File: src/rtl/ifetch_pkg.sv
// Shared types and constants for the instruction fetch unit.
// Define IFETCH_DEPTH2_EN to get a 2-entry instruction buffer (default 1).
package ifetch_pkg;

  localparam logic [31:0] INST_NOP     = 32'h0000_0013;
  localparam logic [31:0] RESET_PC_DEF = 32'h0000_0000;

`ifdef IFETCH_DEPTH2_EN
  localparam int DEPTH = 2;
`else
  localparam int DEPTH = 1;
`endif

  typedef enum logic [1:0] {
    ST_IDLE = 2'd0,
    ST_WAIT = 2'd1,
    ST_DROP = 2'd2
  } state_e;

  typedef struct packed {
    logic [31:0] addr;
    logic [31:0] inst;
  } entry_t;

endpackage

File: src/rtl/ifetch_if.sv
// Instruction memory request/response bus between ifetch and memory.
interface ifetch_if;
  logic        mem_req_o;
  logic [31:0] mem_addr_o;
  logic        mem_gnt_i;
  logic        mem_rvalid_i;
  logic [31:0] mem_rdata_i;

  modport master (output mem_req_o, mem_addr_o,
                  input  mem_gnt_i, mem_rvalid_i, mem_rdata_i);
  modport slave  (input  mem_req_o, mem_addr_o,
                  output mem_gnt_i, mem_rvalid_i, mem_rdata_i);
endinterface

File: src/rtl/ifetch_buf.sv
// Small shifting instruction buffer of {addr, inst} entries; flush wins
// over push/pop, simultaneous push and pop keep occupancy unchanged.
module ifetch_buf
  import ifetch_pkg::entry_t;
#(
  parameter int DEPTH = 1
) (
  input  logic   clk,
  input  logic   rst_n,
  input  logic   push_i,
  input  entry_t push_data_i,
  input  logic   pop_i,
  input  logic   flush_i,
  output entry_t head_o,
  output logic   full_o,
  output logic   empty_o
);

  localparam int CW = $clog2(DEPTH + 1);

  entry_t         mem_q [DEPTH];
  logic [CW-1:0]  cnt_q;
  logic [CW-1:0]  wr_idx;
  logic           pop_eff, push_eff;

  assign empty_o  = (cnt_q == '0);
  assign full_o   = (cnt_q == CW'(DEPTH));
  assign head_o   = mem_q[0];
  assign pop_eff  = pop_i && !empty_o;
  assign push_eff = push_i && (!full_o || pop_eff);
  // Write slot accounts for the shift caused by a same-cycle pop.
  assign wr_idx   = cnt_q - CW'(pop_eff);

  always_ff @(posedge clk or negedge rst_n) begin
    if (!rst_n) begin
      cnt_q <= '0;
      for (int i = 0; i < DEPTH; i++) mem_q[i] <= '0;
    end else if (flush_i) begin
      cnt_q <= '0;
    end else begin
      if (pop_eff)
        for (int i = 0; i < DEPTH - 1; i++) mem_q[i] <= mem_q[i+1];
      if (push_eff)
        for (int i = 0; i < DEPTH; i++)
          if (CW'(i) == wr_idx) mem_q[i] <= push_data_i;
      cnt_q <= cnt_q + CW'(push_eff) - CW'(pop_eff);
    end
  end

endmodule

File: src/rtl/ifetch.sv
// Instruction fetch: PC, single-outstanding request FSM and instruction buffer.
// Buffer depth is 1, or 2 when IFETCH_DEPTH2_EN is defined.
module ifetch
  import ifetch_pkg::*;
#(
  parameter logic [31:0] RESET_PC = RESET_PC_DEF
) (
  input  logic        clk,
  input  logic        rst_n,
  input  logic        jump_en_i,
  input  logic [31:0] jump_addr_i,
  input  logic        hold_i,
  ifetch_if.master    mem,
  output logic [31:0] inst_addr_o,
  output logic [31:0] inst_o,
  output logic        inst_valid_o
);

  state_e      st_q;
  logic [31:0] pc_q, iss_q;
  logic [31:0] jump_pc;
  logic        req, pop, push;
  logic        buf_full, buf_empty;
  entry_t      head;

  assign jump_pc = jump_addr_i & 32'hFFFF_FFFC;
  assign pop     = !buf_empty && !hold_i && !jump_en_i;
  assign push    = (st_q == ST_WAIT) && mem.mem_rvalid_i && !jump_en_i;
  // A popping full buffer frees a slot in time for the response.
  assign req     = rst_n && (st_q == ST_IDLE) && !jump_en_i && (!buf_full || pop);

  assign mem.mem_req_o  = req;
  assign mem.mem_addr_o = pc_q;

  always_ff @(posedge clk or negedge rst_n) begin
    if (!rst_n) begin
      st_q  <= ST_IDLE;
      pc_q  <= RESET_PC;
      iss_q <= '0;
    end else begin
      if (jump_en_i) begin
        pc_q <= jump_pc;
      end else if (req && mem.mem_gnt_i) begin
        pc_q  <= pc_q + 32'd4;
        iss_q <= pc_q;
      end
      case (st_q)
        ST_IDLE: if (req && mem.mem_gnt_i) st_q <= ST_WAIT;
        ST_WAIT: begin
          if (mem.mem_rvalid_i) st_q <= ST_IDLE;
          else if (jump_en_i)   st_q <= ST_DROP;
        end
        ST_DROP: if (mem.mem_rvalid_i) st_q <= ST_IDLE;
        default: st_q <= ST_IDLE;
      endcase
    end
  end

  ifetch_buf #(.DEPTH(DEPTH)) u_buf (
    .clk        (clk),
    .rst_n      (rst_n),
    .push_i     (push),
    .push_data_i('{addr: iss_q, inst: mem.mem_rdata_i}),
    .pop_i      (pop),
    .flush_i    (jump_en_i),
    .head_o     (head),
    .full_o     (buf_full),
    .empty_o    (buf_empty)
  );

  assign inst_valid_o = !buf_empty;
  assign inst_o       = buf_empty ? INST_NOP : head.inst;
  assign inst_addr_o  = buf_empty ? 32'h0    : head.addr;

endmodule

File: src/flat_wrapper.sv
// flat-port wrapper written by rule: the top's interface ports become plain ports
module ifetch_flat import ifetch_pkg::*;
#(
  parameter logic [31:0] RESET_PC = RESET_PC_DEF
)
  (clk, rst_n, jump_en_i, jump_addr_i, hold_i, inst_addr_o, inst_o, inst_valid_o, mem_mem_req_o, mem_mem_addr_o, mem_mem_gnt_i, mem_mem_rvalid_i, mem_mem_rdata_i);
  ifetch_if mem_i ();
  input  logic clk;
  input  logic rst_n;
  input  logic jump_en_i;
  input  logic [31:0] jump_addr_i;
  input  logic hold_i;
  output logic [31:0] inst_addr_o;
  output logic [31:0] inst_o;
  output logic inst_valid_o;
  output wire logic [$bits(mem_i.mem_req_o)-1:0] mem_mem_req_o;
  output wire logic [$bits(mem_i.mem_addr_o)-1:0] mem_mem_addr_o;
  input wire logic [$bits(mem_i.mem_gnt_i)-1:0] mem_mem_gnt_i;
  input wire logic [$bits(mem_i.mem_rvalid_i)-1:0] mem_mem_rvalid_i;
  input wire logic [$bits(mem_i.mem_rdata_i)-1:0] mem_mem_rdata_i;
  assign mem_mem_req_o = mem_i.mem_req_o;
  assign mem_mem_addr_o = mem_i.mem_addr_o;
  assign mem_i.mem_gnt_i = mem_mem_gnt_i;
  assign mem_i.mem_rvalid_i = mem_mem_rvalid_i;
  assign mem_i.mem_rdata_i = mem_mem_rdata_i;
  ifetch #(.RESET_PC(RESET_PC)) u_core (.clk(clk), .rst_n(rst_n), .jump_en_i(jump_en_i), .jump_addr_i(jump_addr_i), .hold_i(hold_i), .mem(mem_i), .inst_addr_o(inst_addr_o), .inst_o(inst_o), .inst_valid_o(inst_valid_o));
endmodule
File: config.mk
export PLATFORM = sky130hd
export DESIGN_NAME = ifetch_flat
export DESIGN_NICKNAME = d
export VERILOG_FILES = /design/src/rtl/ifetch_pkg.sv /design/src/rtl/ifetch_if.sv /design/src/rtl/ifetch_buf.sv /design/src/rtl/ifetch.sv /design/src/flat_wrapper.sv
export SDC_FILE = /design/constraint.sdc
export NUM_CORES = 1
export LEC_CHECK = 0
export BUFFER_PORTS_ARGS = -buffer_cell sky130_fd_sc_hd__buf_2
export CORE_MARGIN = 2
export CORE_UTILIZATION = 48
export DETAILED_ROUTE_END_ITERATION = 16
export PLACE_DENSITY = 0.77
export SLEW_MARGIN = 20
export SYNTH_ARGS = -nofsm -noshare
export SYNTH_HDL_FRONTEND = slang
export SYNTH_HIERARCHICAL = 1
export SYNTH_SLANG_ARGS = --single-unit
export TNS_END_PERCENT = 30
File: constraint.sdc
create_clock -name clk -period 2.2 [get_ports clk]
set_input_delay 0.44 -clock clk [delete_from_list [all_inputs] [get_ports clk]]
set_output_delay 0.44 -clock clk [all_outputs]
set_load 0.02 [all_outputs]
Word-level counts from Yosys, hierarchy flattened
Cells that the tools add are included.
{"block": "classes", "n_reduce_logical": 20, "eq_ne": 5, "n_mux": 10, "add_sub_neg": 4, "bitwise_logic": 2}
{"op": "two-way mux 32 bit", "count": 4}
{"op": "adder 32 x 3 -> 32 bit (second input constant)", "count": 1}
{"op": "logical AND 1 bit", "count": 10}
{"op": "two-way mux 2 bit", "count": 4}
{"op": "case mux 2 bit (3 select lines)", "count": 1}
{"op": "AND reduction 3 bit", "count": 2}
{"op": "!= test 2 bit (second input constant)", "count": 2}
{"op": "logical NOT 1 bit", "count": 3}
{"op": "!= test 3 bit (second input constant)", "count": 1}
{"op": "== test 2 x 1 -> 1 bit (second input constant)", "count": 1}
{"op": "== test 2 bit (second input constant)", "count": 1}
{"op": "logical NOT 2 bit", "count": 1}
{"op": "logical OR 1 bit", "count": 2}
{"op": "inverter 1 bit", "count": 2}
{"op": "AND reduction 2 bit", "count": 1}
{"op": "nonzero test 2 bit", "count": 1}
{"op": "subtractor 1 bit", "count": 2}
{"op": "adder 1 bit", "count": 1}
{"op": "two-way mux 1 bit", "count": 1}
{"block": "totals", "register_bits": 131, "word_cells": 47, "output_inout_bits": 98}

Logic depth before layout (Yosys ltp)
Gate-level depths: netlist of the first run.
{"block": "depth", "ltp_word": 9, "mapped_depth": 9, "depth_no_buf": 5}

Hierarchy
Netlist of the first run, hierarchy kept.
{"mod": "ifetch", "cells_per_inst": 430, "area_per_inst_um2": 3654.8, "instances": 1}
{"mod": "ifetch_buf", "cells_per_inst": 141, "area_per_inst_um2": 2741.4, "instances": 1}

Worst setup path before layout of the first run
Ideal clock, no wire load.
{"block": "synth_timing", "path_kind": "input port to flip-flop", "start": "in jump_en_i", "end": "reg u_core.pc_q[25], in the netlist u_core/mem.mem_addr_o[25]", "path_stages": 6, "required_time_ns": 2.072, "slack_ns": -0.163, "t_arrival_ns": 2.236, "cell_sequence": "buf_6 > or4b_1 > or4_1 > buf_6 > nor3_2 > mux2_1"}
{"block": "synth_between", "elab_chain_cells": 6}
{"item": "from (decl)", "line": "flat_wrapper.sv:10", "source": "input logic jump_en_i;"}
{"item": "logical NOT 1 bit", "line": "ifetch.sv:27, ifetch.sv:30"}
{"item": "logical AND 1 bit", "line": "ifetch.sv:27", "source": "assign pop = !buf_empty && !hold_i && !jump_en_i;"}
{"item": "logical OR 1 bit", "line": "ifetch.sv:30", "source": "assign req = rst_n && (st_q == ST_IDLE) && !jump_en_i && (!buf_full || pop);"}
{"item": "logical AND 1 bit", "line": "ifetch.sv:30"}
{"item": "logical AND 1 bit", "line": "ifetch.sv:43", "source": "end else if (req && mem.mem_gnt_i) begin"}
{"item": "nonzero test 2 bit (no source line)"}
{"item": "to (signal assigned)", "line": "ifetch.sv:42", "source": "pc_q <= jump_pc;"}
{"item": "to (signal assigned)", "line": "ifetch.sv:44", "source": "pc_q <= pc_q + 32'd4;"}
{"item": "to (decl)", "line": "ifetch.sv:20", "source": "logic [31:0] pc_q, iss_q;"}
Several ways; a longest one is shown, not always the timed one.
A chain may end at the register's enable or synchronous reset.

Worst setup path in the final report of the first run
{"block": "layout_timing", "start": "reg u_core.st_q[0]", "end": "out mem_mem_req_o"}
{"block": "layout_between", "elab_chain_cells": 4}
{"item": "from (decl)", "line": "ifetch.sv:19", "source": "state_e st_q;"}
{"item": "from (signal assigned)", "line": "ifetch.sv:37", "source": "st_q <= ST_IDLE;"}
{"item": "from (signal assigned)", "line": "ifetch.sv:48", "source": "ST_IDLE: if (req && mem.mem_gnt_i) st_q <= ST_WAIT;"}
{"item": "from (signal assigned)", "line": "ifetch.sv:50", "source": "if (mem.mem_rvalid_i) st_q <= ST_IDLE;"}
{"item": "logical NOT 2 bit", "line": "ifetch.sv:30"}
{"item": "logical AND 1 bit (3 in a row)", "line": "ifetch.sv:30"}
{"item": "to (decl)", "line": "flat_wrapper.sv:16", "source": "output wire logic [$bits(mem_i.mem_req_o)-1:0] mem_mem_req_o;"}
Every way passes these cells.

==> results of run 1 <==
## area by class of cell
| type | count | share of cell area (%) |
|---|---|---|
| tap | 176 | 2.69 |
| sequential | 127 | 38.8 |
| clock inverter | 5 | 0.916 |
| timing repair buffer | 207 | 14.7 |
| clock buffer | 26 | 6.46 |
| multi-input combinational | 394 | 35.8 |
| inverter | 15 | 0.687 |
## critical path: stages, from the launching register on
cell     delay (ns)
dfrtp_1        0.38
or4b_1         0.54
nor2_1         0.18
buf_2          0.20
## sequential cells by signal (all words and copies together), names as in the netlist
register and cells:
u_core/mem.mem_addr_o 30, u_core/st_q 2, u_core/u_buf/full_o 1, u_core/u_buf/head_o 64
u_core/iss_q 30
## path summary, 6_finish.rpt
kind / from / slack (ns) / cells after the start / end
worst max-delay path: u_core/st_q[0]$_DFFE_PN0P_ / 0.05 / 3 / mem_mem_req_o
worst min-delay path: rst_n / 0.23 / 3 / u_core/mem.mem_addr_o[15]$_DFFE_PN0P_
worst max register to register: u_core/st_q[0]$_DFFE_PN0P_ / 0.06 / 5 / u_core/mem.mem_addr_o[27]$_DFFE_PN0P_
worst min register to register: u_core/iss_q[11]$_DFFE_PN0P_ / 0.47 / 2 / u_core/iss_q[11]$_DFFE_PN0P_
max in group asynchronous: rst_n / 0.79 / 4 / u_core/u_buf/head_o[40]$_DFFE_PN0P_
min in group clk: mem_mem_rvalid_i / 0.24 / 2 / u_core/st_q[1]$_DFFE_PN0P_
## report_power, final
group          internal (W)  total, W  switching, W
Sequential          0.00282   0.00311      0.000293
Clock               0.00187   0.00281      0.000946
Combinational      0.000726   0.00129      0.000564
Total               0.00541   0.00722       0.00180
## repair_timing
| action | 4_1_cts | 5_1_grt |
|---|---|---|
| gates resized for setup | 1 | 6 |
| endpoints found under the hold margin | 0 | 0 |
| setup buffers | 0 | 0 |
| endpoints found under the setup margin | 64 | 14 |
## stage by stage
step                      utilization, %  instance area [um^2]  total power (W)  TNS (ns)  setup slack [ns]
after global routing                62.4                  8190          0.00757  -0.00514          -0.00514
after detailed placement            57.6                  7560          0.00443     -6.02           -0.0942
final                               62.4                  8190          0.00722         0            0.0549
after global placement              57.6                  7560          0.00436     -3.06           -0.0899
after CTS                           62.2                  8170          0.00729         0            0.0362
after floorplan                        -                  6410          0.00395    -0.113           -0.0465
## per-layer routing
layer	up-vias	share of wire, %
met5	-	0
met4	0	2.5
met3	39	7.1
met2	233	46
met1	2480	45
li1	2370	-
## cell usage after synthesis, drive strengths merged, types with 2 or more instances
library cell	instances
inv	15
buf	12
dfrtp	127
mux2	67
and3	5
a22oi	6
o211ai	6
nor4	10
or2	4
and4	3
or3	4
nor2b	62
and2	2
a21o	3
nand4	12
o311ai	3
a21boi	4
nor4b	2
nor3	12
clkbuf	26
or4	10
mux2i	8
nand2	97
a21oi	4
nor3b	3
nor2	7
nand3	14
o21ai	24
a221o	8
## kinds of logic (layout without fill, tap and decap cells)
| family | after synthesis | count (layout) |
|---|---|---|
| AO/OA/AOI/OAI | 65 | 65 |
| adder cells (fa/ha/maj) | 1 | 1 |
| buffers and inverters | 53 | 253 |
| flip-flops | 127 | 127 |
| multiplexers | 75 | 75 |
| other | 1 | 4 |
| AND/OR/NAND/NOR | 249 | 249 |
==> run metrics, run 1 <==
RSZ-0062 raised after global routing=yes; Synth Instances=571; Synth top area share=49.7%; io pins=168; actual slew at the worst max-slew pin=0.750 ns; most frequent cells in the layout=buf_2, dfrtp_1, nand2_1; Fmax=0.466 GHz; CP Max Fanout=2; Placer Congestion=0.849; DR WL/cell=16.4 um; minimum clock period after layout=2.15 ns; worst clock skew=0.00610 ns; cells taking the most area after synthesis=dfrtp_1, mux2_4, nor2b_1; Post-Synth Simple-Gate Area=21.4%; Pleak=4.04 nW; ys async rst share=100%; multi-input logic area=2930 um^2; vias in the first global route=5063; gr usage total=22.9%; GRT met2 Usage=34.4%; final std cells w/o fill=950; multiplexer share of the synthesized area=16.6%; HPWL after DPL=11100 um; Antenna Violating Nets Remaining=0; initial antenna violation count=0; Slew HR=50.0%; CTS root buffer=clkbuf_16; Fillers=1088; Starting DRT DRC Count=273; layout cells sized above 1=41.6%; number of max-cap violations=0; GRT met1 Usage=32.1%; die span in y=119 um; EDFF count, synth=0; first-pass GRT wire length=25600 um; register area=3180 um^2; largest family of logic cells by synthesized area=simple AND/OR/NAND/NOR gates; DR vias/cell=5.39; Final Slew Violations=0; final hold violations=0; synth warn=6; final setup fails=0; Startpoint Class=flop; die area=14300 um^2; most used routing layer=met2; crit path DAT=1.71 ns; total congestion overflow=0; FF+latch count, synth=127; row count=42; count of cell types in the netlist=52; Die X=119 um; worst hold path type=input port to asynchronous set/reset pin; met3 Resource Use GR=4.65%; worst-skew pair later-pin latency=0.41 ns; Hold WS=0.235 ns; Layout area overhead=28.1%; Compound-Gate Fraction of Synth Area=7.00%; period utilization=97.5%; # DRC=0; Syn Area/Cell=11.2 um^2; Initial Util=48.7%; most common cell after layout, fill and taps aside=buf_2; drt total wl=15600 um; core area=13100 um^2; status=finished clean; DR pass1 iterations=6; Worst Setup End Kind=output pin; clock buffer depth=2; TritonCTS clock tree=done; Netlist Area Pre-Place=6400 um^2; worst vdd ir=591 uV; power per cell area=881 nW/um^2; register area share after synthesis=49.7%; Post-Synth XOR/XNOR Area=0%; Worst Path Required=1.76 ns; clk sinks=127; PortBufs=163; H-tree depth=4; Hold Buf Count CTS=0; largest net degree at the start of global routing=83; dpl cells=919; routed via count=5122; Yosys top cell by area=dfrtp_1; antenna diode count=0; clk slew on worst S/H paths=0.06 ns; crit path kind=flop to output pin; Net count, final=833; Num CTS Buffers=17; Primary FF master, synth=dfrtp_1; post-synthesis adder-cell area fraction=0.196%
(Power assumes the default switching activity.)
==> run 2, diff against run 1 <==
--- a/config.mk
+++ b/config.mk
@@ -9,7 +9,7 @@
 export CORE_MARGIN = 2
 export CORE_UTILIZATION = 48
 export DETAILED_ROUTE_END_ITERATION = 16
-export PLACE_DENSITY = 0.77
+export PLACE_DENSITY = 0.84
 export SLEW_MARGIN = 20
 export SYNTH_ARGS = -nofsm -noshare
 export SYNTH_HDL_FRONTEND = slang
==> run 2 against run 1 <==
  * First-iteration DRC count increased by 66%
  * Critical path depth is 2 higher
  * Clock skew rose by 0.00073 ns
  * Final cell count stayed put
  * Total power increased by 0.61%
  * Via count decreased by 0.68%
  * Flip-flop and latch count did not move
  * Final area is 0.40% higher
  * Combinational power barely moved
  * Non-clock buffer count fell by 1
  * Wire length up 0.17%
  * Largest power group unchanged
==> run metrics, run 2 (synthesized netlist as in run 1, its figures left out) <==
status=finished clean; gr usage total=22.8%; total congestion overflow=0; met3 Resource Use GR=5.65%; crit path DAT=2.42 ns; final hold violations=0; Layout area overhead=28.6%; crit-path cells=or4b_1 -> or4_1 -> buf_6 -> nor3_2 -> mux2_1; Final WS setup=0.0753 ns; DR pass1 iterations=5; TritonCTS clock tree=done; Startpoint Class=flop; clk slew on worst S/H paths=0.06 ns; Hold WS=0.215 ns; HPWL after DPL=10700 um; most used routing layer=met2; GRT met1 Usage=32.3%; WP buf/inv=1; pre-CTS setup slack=-0.0924 ns; worst-skew pair later-pin latency=0.41 ns; DR vias/cell=5.35; Initial Util=48.7%; antenna diode count=0; Fmax=0.471 GHz; Fillers=1057; Slew HR=52.3%; die area=14300 um^2; initial antenna violation count=0; routed via count=5087; row count=42; Final Slew Violations=0; Max stage delay cell, worst path=or4b_1; GRT met2 Usage=34.3%; Net count, final=832; Placer Congestion=0.842; delay-heaviest family, CP=simple AND/OR/NAND/NOR gates; die span in y=119 um; CP Max Fanout=6; H-tree depth=4; period utilization=96.6%; first-pass GRT wire length=25500 um; Worst Path Required=2.49 ns; minimum clock period after layout=2.12 ns; DR WL/cell=16.5 um; # DRC=0; crit path kind=flop to flop; worst vdd ir=541 uV; Die X=119 um; worst clock skew=0.00683 ns; core area=13100 um^2; io pins=168; drt total wl=15600 um; Worst Setup End Kind=flop; actual slew at the worst max-slew pin=0.715 ns; Antenna Violating Nets Remaining=0; most frequent cells in the layout=buf_2, dfrtp_1, nand2_1; Power Total=0.00726 W; max reg flops=64; clk sinks=127; Pleak=4.05 nW; clock buffer depth=2; Critical Path Max Stage Delay=0.53 ns; number of max-cap violations=0; layout cells sized above 1=41.2%; Final Util=62.6%; most common cell after layout, fill and taps aside=buf_2; worst hold path type=input port to flop; Starting DRT DRC Count=452; PortBufs=163; CTS root buffer=clkbuf_16; vias in the first global route=4888; power per cell area=883 nW/um^2; largest net degree at the start of global routing=128; final setup fails=0; Num CTS Buffers=17
## run 2: changes by cell type in the layout (fill, tap and decap cells not counted)
cell,previous run,this run
buf_12,3,7
buf_4,38,36
buf_6,3,1
buf_8,1,0
clkbuf_1,2,3
clkbuf_8,7,8
clkinv_2,3,2
or4_1,8,10
or4_4,2,0
## run 2: path summary, 6_finish.rpt
check,from,slack [ns],endpoint,cells past startpoint
max,u_core/st_q[0]$_DFFE_PN0P_,0.08,u_core/mem.mem_addr_o[27]$_DFFE_PN0P_,5
min,mem_mem_rvalid_i,0.22,u_core/st_q[1]$_DFFE_PN0P_,2
max reg2reg,u_core/st_q[0]$_DFFE_PN0P_,0.08,u_core/mem.mem_addr_o[27]$_DFFE_PN0P_,5
min reg2reg,u_core/iss_q[28]$_DFFE_PN0P_,0.47,u_core/iss_q[28]$_DFFE_PN0P_,2
max in group asynchronous,rst_n,1.40,u_core/iss_q[6]$_DFFE_PN0P_,3
min in group asynchronous,rst_n,0.23,u_core/u_buf/full_o$_DFF_PN0_,3
## run 2: worst register-to-register path, stage by stage, from the launching register on
cell     delay [ns]
dfrtp_1        0.37
or4b_1         0.53
or4_1          0.44
buf_6          0.17
nor3_2         0.16
mux2_1         0.35
## run 2: through the flow
step / cells / instance area, um^2 / TNS (ns)
CTS: 950 / 8210 / 0
global placement: 918 / 7590 / -0.221
detailed placement: 918 / 7590 / -0.312
finish: 950 / 8230 / 0
global route: 950 / 8230 / -0.00344
floorplan: 574 / 6410 / -0.113
## run 2: area by class of cell
class | instances | area (um^2) | area share [%]
clock buffers | 28 | 547 | 6.65
clock inverters | 4 | 70.1 | 0.852
inverters | 15 | 56.3 | 0.685
multi-input cells | 394 | 2920 | 35.5
flip-flops and latches | 127 | 3180 | 38.6
well taps | 176 | 220 | 2.68
repair buffers | 206 | 1230 | 15.0
## run 2: power by group
| group | internal [W] | total [W] | switching [W] | leakage (nW) |
|---|---|---|---|---|
| clock network | 0.00191 | 0.00287 | 0.000964 | 0.307 |
| registers | 0.00282 | 0.00312 | 0.000298 | 1.62 |
| logic | 0.000722 | 0.00127 | 0.000549 | 2.12 |
## run 2: what timing repair did
action | CTS | global route
hold buffers | 0 | 0
endpoints found under the setup margin | 65 | 38
gates resized for setup | 1 | 5
pin swaps | 0 | 0
buffers inserted | 0 | 0
hold endpoints to repair | 0 | 0
## run 2: per-layer routing
metal | vias to the layer above | routed length (um)
met2 | 236 | 7080
met4 | 0 | 308
met3 | 27 | 1060
met5 | - | 0
met1 | 2448 | 7180
li1 | 2376 | -
==> run 3, diff against run 2 <==
--- a/config.mk
+++ b/config.mk
@@ -6,10 +6,11 @@
 export NUM_CORES = 1
 export LEC_CHECK = 0
 export BUFFER_PORTS_ARGS = -buffer_cell sky130_fd_sc_hd__buf_2
-export CORE_MARGIN = 2
-export CORE_UTILIZATION = 48
+export CELL_PAD_IN_SITES_DETAIL_PLACEMENT = 0
+export CELL_PAD_IN_SITES_GLOBAL_PLACEMENT = 1
+export CORE_UTILIZATION = 37
 export DETAILED_ROUTE_END_ITERATION = 16
-export PLACE_DENSITY = 0.84
+export PLACE_DENSITY = 0.83
 export SLEW_MARGIN = 20
 export SYNTH_ARGS = -nofsm -noshare
 export SYNTH_HDL_FRONTEND = slang
==> run 3 against run 2 <==
  * Final area is 1.7% higher
  * Hold slack worse by 0.072 ns
  * Via count is 0.96% lower
  * Total power is 2.2% lower
  * Wire length is 6.1% higher
  * Die area is 25% higher
  * Final cell count is 5.9% higher
  * Clock power is 6% lower
  * Combinational power hardly changed
  * Non-clock buffer count is 11 higher
  * Critical path type unchanged
  * Highest routed layer unchanged
==> run metrics, run 3 (synthesized netlist as in run 1, its figures left out) <==
status=finished clean; DR vias/cell=5.01; clk slew on worst S/H paths=0.06 ns; # DRC=0; final hold violations=0; Worst Path Required=2.50 ns; DR WL/cell=16.5 um; first-pass GRT wire length=26300 um; HPWL after DPL=11700 um; worst-skew pair later-pin latency=0.42 ns; Slew HR=50.7%; routed via count=5038; Worst Setup End Kind=flop; Starting DRT DRC Count=284; Power Total=0.00710 W; clk sinks=127; WP buf/inv=1; delay-heaviest family, CP=simple AND/OR/NAND/NOR gates; Layout area overhead=30.8%; max reg flops=64; Net count, final=843; setup TNS=0 ns; PortBufs=163; layout cells sized above 1=42.5%; most frequent cells in the layout=buf_2, dfrtp_1, nand2_1; drt total wl=16600 um; row count=47; final setup fails=0; CTS root buffer=clkbuf_16; worst vdd ir=523 uV; crit-path cells=or4b_4 -> or4_4 -> buf_6 -> nor3_4 -> mux2_4; worst hold path type=input port to asynchronous set/reset pin; Final Slew Violations=0; DR pass1 iterations=7; period utilization=98.8%; most common cell after layout, fill and taps aside=buf_2; Critical Path Max Stage Delay=0.54 ns; Num CTS Buffers=17; final std cells w/o fill=1006; crit path kind=flop to flop; gr usage total=19.1%; TritonCTS clock tree=done; largest net degree at the start of global routing=59; crit path DAT=2.47 ns; clock buffer depth=2; total congestion overflow=0; die area=17800 um^2; io pins=168; Fmax=0.460 GHz; actual slew at the worst max-slew pin=0.739 ns; minimum clock period after layout=2.17 ns; core area=16800 um^2; dpl cells=971; Antenna Violating Nets Remaining=0; initial antenna violation count=0; vias in the first global route=4843; power per cell area=849 nW/um^2; Placer Congestion=0.846; Max stage delay cell, worst path=or4b_4; number of max-cap violations=0; Die X=133 um; Startpoint Class=flop; Pleak=4.11 nW; die span in y=133 um; H-tree depth=4; CP Max Fanout=7; Initial Util=38.2%; worst clock skew=0.00621 ns
==> run 3: final timing paths <==
check	startpoint	endpoint	slack, ns	cells past startpoint
setup / recovery	u_core/st_q[0]$_DFFE_PN0P_	u_core/mem.mem_addr_o[27]$_DFFE_PN0P_	0.03	5
hold / removal	rst_n	u_core/mem.mem_addr_o[26]$_DFFE_PN0P_	0.14	2
setup reg to reg	u_core/st_q[0]$_DFFE_PN0P_	u_core/mem.mem_addr_o[27]$_DFFE_PN0P_	0.03	5
hold reg to reg	u_core/iss_q[15]$_DFFE_PN0P_	u_core/iss_q[15]$_DFFE_PN0P_	0.48	2
max in group asynchronous	rst_n	u_core/u_buf/head_o[30]$_DFFE_PN0P_	0.86	3
min in group clk	mem_mem_rvalid_i	u_core/st_q[1]$_DFFE_PN0P_	0.20	2
==> run 3: cell type report <==
| type | instances | area (um^2) |
|---|---|---|
| sequential | 127 | 3180 |
| fill | 1523 | 8390 |
| tap | 220 | 275 |
| multi-input combinational | 394 | 2960 |
| inverter | 15 | 56.3 |
| timing repair buffer | 217 | 1330 |
| clock buffer | 21 | 450 |
| clock inverter | 11 | 116 |
| antenna | 1 | 2.50 |
==> run 3: metrics by stage <==
step	worst slack, ns	utilization (%)	area [um^2]	hold WS, ns
after global placement	-0.0945	46.1	7730	0.424
after floorplan	-0.0465	-	6410	0.144
after CTS	0.0223	49.6	8310	0.165
after global routing	-0.0252	49.9	8360	0.187
after detailed placement	-0.112	46.1	7730	0.421
final	0.0268	49.9	8370	0.143
==> run 3: report_power, final <==
part / switching [W] / total (W) / internal, W
combinational: 0.000560 / 0.00130 / 0.000737
clock: 0.00101 / 0.00269 / 0.00168
sequential: 0.000293 / 0.00311 / 0.00282
total: 0.00186 / 0.00710 / 0.00524
==> run 3: metal layers <==
metal	part of all wire [%]	vias to the layer above	track usage [%]
li1	-	2408	-
met1	47	2430	26.0
met2	45	183	29.2
met3	7.6	17	6.01
met4	1.0	0	4.99
met5	0	-	0
==> run 3: repair_timing <==
item / CTS / global route
gates resized for setup: 1 / 11
buffers inserted: 0 / 1
hold endpoints to repair: 18 / 0
endpoints found under the setup margin: 6 / 7
hold buffers: 1 / 0
